==> config.mk <==
export PLATFORM = sky130hd
export DESIGN_NAME = code_loader
export DESIGN_NICKNAME = d
export VERILOG_FILES = /design/src/rtl/code_loader_pkg.sv /design/src/rtl/byte_word_assembler.sv /design/src/rtl/code_loader.sv
export SDC_FILE = /design/constraint.sdc
export NUM_CORES = 1
export LEC_CHECK = 0
export ABC_CLOCK_PERIOD_IN_PS = 2650
export CORE_MARGIN = 2
export CORE_UTILIZATION = 64
export CTS_BUF_LIST = sky130_fd_sc_hd__clkbuf_8
export CTS_CLUSTER_DIAMETER = 80
export DETAILED_ROUTE_END_ITERATION = 10
export DONT_BUFFER_PORTS = 1
export PLACE_DENSITY = 0.92
export SETUP_SLACK_MARGIN = 0.1
export SLEW_MARGIN = 0
export SYNTH_ARGS = -nofsm -noshare
export SYNTH_HDL_FRONTEND = slang
export SYNTH_SLANG_ARGS = --single-unit
==> constraint.sdc <==
create_clock -name clock -period 2.65 [get_ports clock]
set_input_delay 0.1325 -clock clock [delete_from_list [all_inputs] [get_ports clock]]
set_output_delay 0.1325 -clock clock [all_outputs]
set_load 0.005 [all_outputs]
==> src/rtl/code_loader_pkg.sv <==
// Shared i281 code-memory constants, loader state encoding and byte-position tags
// used by the loader FSM and its byte assembler.
package code_loader_pkg;

  localparam int CODE_ADDR_W = 6;
  localparam int CODE_WORD_W = 17;
  localparam int CODE_DEPTH  = 64;

  typedef enum logic [3:0] {
    ST_IDLE,
    ST_HDR,
    ST_B0,
    ST_B1,
    ST_B2,
    ST_WR,
    ST_CHK,
    ST_DONE,
    ST_ERROR
  } state_t;

  // Which slot an accepted byte belongs to; POS_HDR only feeds the checksum.
  typedef enum logic [1:0] {
    POS_B0,
    POS_B1,
    POS_B2,
    POS_HDR
  } byte_pos_t;

endpackage

==> src/rtl/byte_word_assembler.sv <==
// Collects three little-endian bytes into a 17-bit instruction word and keeps the
// running XOR checksum of every byte it is handed.
module byte_word_assembler
  import code_loader_pkg::*;
(
  input  logic                   clock,
  input  logic                   reset,
  input  logic                   clear,
  input  logic                   byte_en,
  input  byte_pos_t              pos,
  input  logic [7:0]             data,
  output logic [CODE_WORD_W-1:0] word,
  output logic [7:0]             checksum
);

  logic [7:0]             lo_reg;
  logic [7:0]             mid_reg;
  logic [CODE_WORD_W-1:0] word_reg;
  logic [7:0]             sum_reg;

  // The word register only changes on the third byte, so it stays stable
  // while the next word's first two bytes are arriving.
  always_ff @(posedge clock or posedge reset) begin
    if (reset) begin
      lo_reg   <= '0;
      mid_reg  <= '0;
      word_reg <= '0;
      sum_reg  <= '0;
    end else if (clear) begin
      lo_reg  <= '0;
      mid_reg <= '0;
      sum_reg <= '0;
    end else if (byte_en) begin
      sum_reg <= sum_reg ^ data;
      case (pos)
        POS_B0:  lo_reg   <= data;
        POS_B1:  mid_reg  <= data;
        POS_B2:  word_reg <= {data[0], mid_reg, lo_reg};
        default: ;
      endcase
    end
  end

  assign word     = word_reg;
  assign checksum = sum_reg;

endmodule

==> src/rtl/code_loader.sv <==
// Host-to-code-memory loader: parses header, 3-byte words and a trailing XOR
// checksum, writes words sequentially and enables the CPU only after a clean load.
module code_loader
  import code_loader_pkg::*;
#(
  parameter int ADDR_W = CODE_ADDR_W,
  parameter int DEPTH  = CODE_DEPTH,
  parameter int WORD_W = CODE_WORD_W
) (
  input  logic              clock,
  input  logic              reset,
  input  logic              start,
  input  logic              in_valid,
  input  logic [7:0]        in_data,
  output logic              in_ready,
  output logic              mem_we,
  output logic [ADDR_W-1:0] mem_addr,
  output logic [WORD_W-1:0] mem_wdata,
  output logic              run,
  output logic              busy,
  output logic              error,
  output logic [ADDR_W:0]   words_loaded
);

  state_t            state_reg, state_next;
  logic [ADDR_W:0]   words_reg;
  logic [ADDR_W:0]   n_reg;
  logic [ADDR_W-1:0] addr_reg;
  logic [7:0]        checksum;
  logic              xfer;
  logic              hdr_ok;
  logic              last_word;
  logic              session_start;
  logic              byte_en;
  byte_pos_t         pos;

  assign xfer          = in_valid && in_ready;
  assign hdr_ok        = (in_data != 8'd0) && (32'(in_data) <= 32'(DEPTH));
  assign last_word     = (words_reg + (ADDR_W+1)'(1)) == n_reg;
  assign session_start = start &&
                         (state_reg == ST_IDLE || state_reg == ST_DONE || state_reg == ST_ERROR);

  always_ff @(posedge clock or posedge reset) begin
    if (reset) state_reg <= ST_IDLE;
    else       state_reg <= state_next;
  end

  always_comb begin
    state_next = state_reg;
    in_ready   = 1'b0;
    busy       = 1'b0;
    error      = 1'b0;
    mem_we     = 1'b0;
    byte_en    = 1'b0;
    pos        = POS_HDR;
    case (state_reg)
      ST_IDLE: if (start) state_next = ST_HDR;
      ST_HDR: begin
        in_ready = 1'b1;
        busy     = 1'b1;
        byte_en  = xfer;
        if (xfer) state_next = hdr_ok ? ST_B0 : ST_ERROR;
      end
      ST_B0: begin
        in_ready = 1'b1;
        busy     = 1'b1;
        byte_en  = xfer;
        pos      = POS_B0;
        if (xfer) state_next = ST_B1;
      end
      ST_B1: begin
        in_ready = 1'b1;
        busy     = 1'b1;
        byte_en  = xfer;
        pos      = POS_B1;
        if (xfer) state_next = ST_B2;
      end
      ST_B2: begin
        in_ready = 1'b1;
        busy     = 1'b1;
        byte_en  = xfer;
        pos      = POS_B2;
        if (xfer) state_next = ST_WR;
      end
      ST_WR: begin
        busy       = 1'b1;
        mem_we     = 1'b1;
        state_next = last_word ? ST_CHK : ST_B0;
      end
      ST_CHK: begin
        in_ready = 1'b1;
        busy     = 1'b1;
        if (xfer) state_next = (in_data == checksum) ? ST_DONE : ST_ERROR;
      end
      ST_DONE:  if (start) state_next = ST_HDR;
      ST_ERROR: begin
        error = 1'b1;
        if (start) state_next = ST_HDR;
      end
      default: state_next = ST_IDLE;
    endcase
  end

  // Write address is captured with the third byte so it holds between writes,
  // while the word counter advances after each write strobe.
  always_ff @(posedge clock or posedge reset) begin
    if (reset) begin
      words_reg <= '0;
      n_reg     <= '0;
      addr_reg  <= '0;
    end else if (session_start) begin
      words_reg <= '0;
      addr_reg  <= '0;
    end else begin
      if (state_reg == ST_HDR && xfer && hdr_ok) n_reg <= in_data[ADDR_W:0];
      if (state_reg == ST_B2 && xfer)            addr_reg <= words_reg[ADDR_W-1:0];
      if (state_reg == ST_WR)                    words_reg <= words_reg + (ADDR_W+1)'(1);
    end
  end

  byte_word_assembler u_asm (
    .clock    (clock),
    .reset    (reset),
    .clear    (session_start),
    .byte_en  (byte_en),
    .pos      (pos),
    .data     (in_data),
    .word     (mem_wdata),
    .checksum (checksum)
  );

  // A restart from DONE withdraws run in the very cycle start is seen.
  assign run          = (state_reg == ST_DONE) && !start;
  assign mem_addr     = addr_reg;
  assign words_loaded = words_reg;

endmodule

==> flow_summary.toml <==
[run_status]
status = "completed"

[detailed_routing]
firstDrtPassIters = 5
drtAntennaViolNets = 0
wl_per_cell_um = 18.80
drc = 0
initialDrtViolationCount = 325
routed_wl_um = 8160
vias = 2728
viasPerCell = 6.286

[worst_setup_path]
crit_chain = "nor3_1 > or4b_2 > nor2b_1 > o21ai_0 > o21ai_0"
cp-end-kind = "flop"
cp.required_ns = 2.88
cp_slowest_cell = "dfrtp_1"
critPathLaunchType = "flop"
crit_arrival_ns = 2.46
criticalPathCategory = "reg2reg"
max_stage_delay_ns = 0.68
cpMostUsedCell = "o21ai_0"
cp_max_fo = 19

[floorplanning]
rows = 25
design.portCount = 47
start_util_pct = 67.38
fp.dieW_um = 75.21
die_area_um2 = 5657
core_area_um2 = 4817
die_y_um = 75.21

[power_and_ir_drop]
swShare_pct = 37.62
leakage_uw = 0.001712
peakVddDrop_v = 0.0006250
power.internal_uw = 2275
clkPwrFrac_pct = 23.3
combPwrFrac_pct = 33.0
switching_power_uw = 1373
seq_power_share_pct = 43.7
powerDensity_nw_per_um2 = 1007

[grt]
grt_pass1_wl_um = 13280
grt_use_total_pct = 32.25
antenna_found_initial = 0
grt_overflow_total = 0
grt_pass1_vias = 2671
grt_max_degree = 52

[timing]
fin_tns_setup_ns = 0
setup_violations = 0
max_freq_mhz = 448.5
rsz0062_at_grt = "false"
skew_ns = 0.01010
fin_crit_ns = 2.229
slew_viol_final = 0
fin_crit_sh_pct = 84.13
setup_ws_ns = 0.4206
slew_headroom_pct = 30.18
tightestPinTransition_ns = 1.046
hold_viol = 0

[cells_and_area]
nNetsFinal = 375
seqCellArea_um2 = 1627
antenna_cells = 0
area_growth_pct = 11.57
fillers = 343
largest_reg_flops = 17
final_util_pct = 75.17
multi_input_area_um2 = 1515
drive_above_1_share_pct = 10.63

[yosys]
syn_inst = 352
synth_ff_type = "dfrtp_1"
syn-cell-area_um2 = 3246
synth_edf_count = 0
synth.net_count = 365
ys_seq_area_share_pct = 50.12
synth.distinct_cells = 44
ys_ff_latch = 65
synth.yosys.warnings = 0
synthArstFlopShare_pct = 100.0
synth.avg_cell_area_um2 = 9.220

[clock_tree]
cts_buffers = 9
cts_root_buf = "clkbuf_8"
cts_tree = "done"
cts.path.max_buffers = 2
clock_sinks = 65
clkTransAtPathRegs_ns = 0.08
clock_latency_ns = 0.35
htree_levels = 3

[flow_run]
maxCapViolCount = 0

[placed_design]
dp_slack_ns = 0.4807
routabilityCongestion = 0.8757
io_buffers = 0
dpl.hpwl_um = 5067

[min_path]
hp-class = "in2reg"
## power groups by stage
stage          clock (µW)  sequential [µW]  combinational [µW]
4_1_cts               851             1580                1190
3_5_place_dp            0             1590                1150
6_report              848             1590                1200
5_1_grt               892             1630                1330
2_1_floorplan           0             1460                 976
3_3_place_gp            0             1580                1080
## cell usage after synthesis (2+ instances only)
master    number  area share [%]
a22o_1         8             2.2
mux2i_1        8             2.5
nand3b_1       2            0.46
or4_1          3            0.69
or3_1          2            0.39
and3_1         3            0.58
o21a_1         2            0.46
nor3_1         6            0.93
mux2_4         7             3.2
xor2_1        11             3.0
nor2b_1        6             1.2
nand2_1       78             9.0
a21oi_1       11             1.7
a221o_1        2            0.62
o31ai_1        2            0.46
xnor2_1        7             1.9
inv_1          4            0.46
a211oi_1       4            0.93
nor3b_1        3            0.69
dfrtp_1       65              50
nand3_1        3            0.46
nand2b_1       8             1.5
nor2_1        31             3.6
o22ai_1        3            0.58
o21ai_0       30             4.6
a21o_1         2            0.46
clkbuf_1      20             2.3
and2_1         2            0.39
a211o_1        2            0.54
nor4_1         3            0.58
## cell families after synthesis
kind of cell | count (synthesis) | synth area share (%)
DFF | 65 | 50.12
adders and majority gates | 1 | 0.3854
xor gates and xnor gates | 18 | 4.857
AOI/OAI and AO/OA | 71 | 13.80
buffers and inverters | 27 | 3.353
and+or+nand+nor | 155 | 21.78
muxes | 15 | 5.706
## through the flow
stage          hold slack (ns)  cells  cell area [µm²]  total power [µW]
6_report              0.009714    434             3621              3648
5_1_grt                0.03450    434             3621              3854
4_1_cts               0.007088    434             3621              3622
3_5_place_dp            0.2443    408             3327              2743
3_3_place_gp            0.2445    408             3327              2660
2_1_floorplan           0.2652    352             3246              2440
## metal layers
metal  routed length (µm)  share of wire [%]  vias up  track usage [%]
met2                 4003                 49      152            53.90
met4                  223                2.7        0            14.42
met1                 3228                 40     1326            40.86
met5                    0                  0        -                0
met3                  704                8.6       24            6.292
li1                     -                  -     1226                -
## worst paths after layout
| kind | from | end | slack, ns | depth (start not counted) |
|---|---|---|---|---|
| min in group asynchronous | reset | u_asm.checksum[4] | 0.50 | 2 |
| worst max register to register | state_reg[2] | u_asm.checksum[2] | 0.42 | 5 |
| max in group asynchronous | reset | u_asm.mid_reg[1] | 1.41 | 3 |
| worst min-delay path | in_data[5] | u_asm.checksum[5] | 0.01 | 3 |
| worst max-delay path | state_reg[2] | u_asm.checksum[2] | 0.42 | 5 |
| worst min register to register | u_asm.mid_reg[6] | u_asm.word[14] | 0.48 | 2 |
## critical path, delay by kind of cell, from the launching register on
family | cells | cell delay, ns
simple gates | 3 | 1.13
flops | 1 | 0.68
compound gates | 2 | 0.30
## layout make-up
type | instances | share of cell area, %
tap | 67 | 2.315
sequential | 65 | 44.92
inverter | 5 | 0.5183
clock buffer | 9 | 3.421
multi-input combinational | 260 | 41.85
clock inverter | 7 | 1.935
timing repair buffer | 21 | 5.045
## placed cells by master, fill, tap and decap left out, types with 3 or more instances in the layout
master / netlist / layout
or4_1: 3 / 3
xnor2_1: 7 / 7
nand2b_1: 8 / 8
nor2_1: 31 / 31
nor3b_1: 3 / 3
and3_1: 3 / 3
mux2_4: 7 / 7
o21ai_0: 30 / 30
a22o_1: 8 / 8
clkinv_2: 0 / 3
clkbuf_8: 0 / 9
a211oi_1: 4 / 4
nor3_1: 6 / 5
nor4_1: 3 / 3
nand3_1: 3 / 3
a21oi_1: 11 / 11
nor2b_1: 6 / 6
mux2i_1: 8 / 8
o22ai_1: 3 / 3
inv_1: 4 / 3
dfrtp_1: 65 / 65
xor2_1: 11 / 11
buf_4: 0 / 11
dlygate4sd3_1: 0 / 10
nand2_1: 78 / 78
## timing repair
item / 4_1_cts / 5_1_grt
hold buffers: 10 / 0
endpoints found under the hold margin: 80 / 0
buffers inserted: 0 / 0
gates resized for setup: 0 / 0
Power figures use the tool's default switching activity.
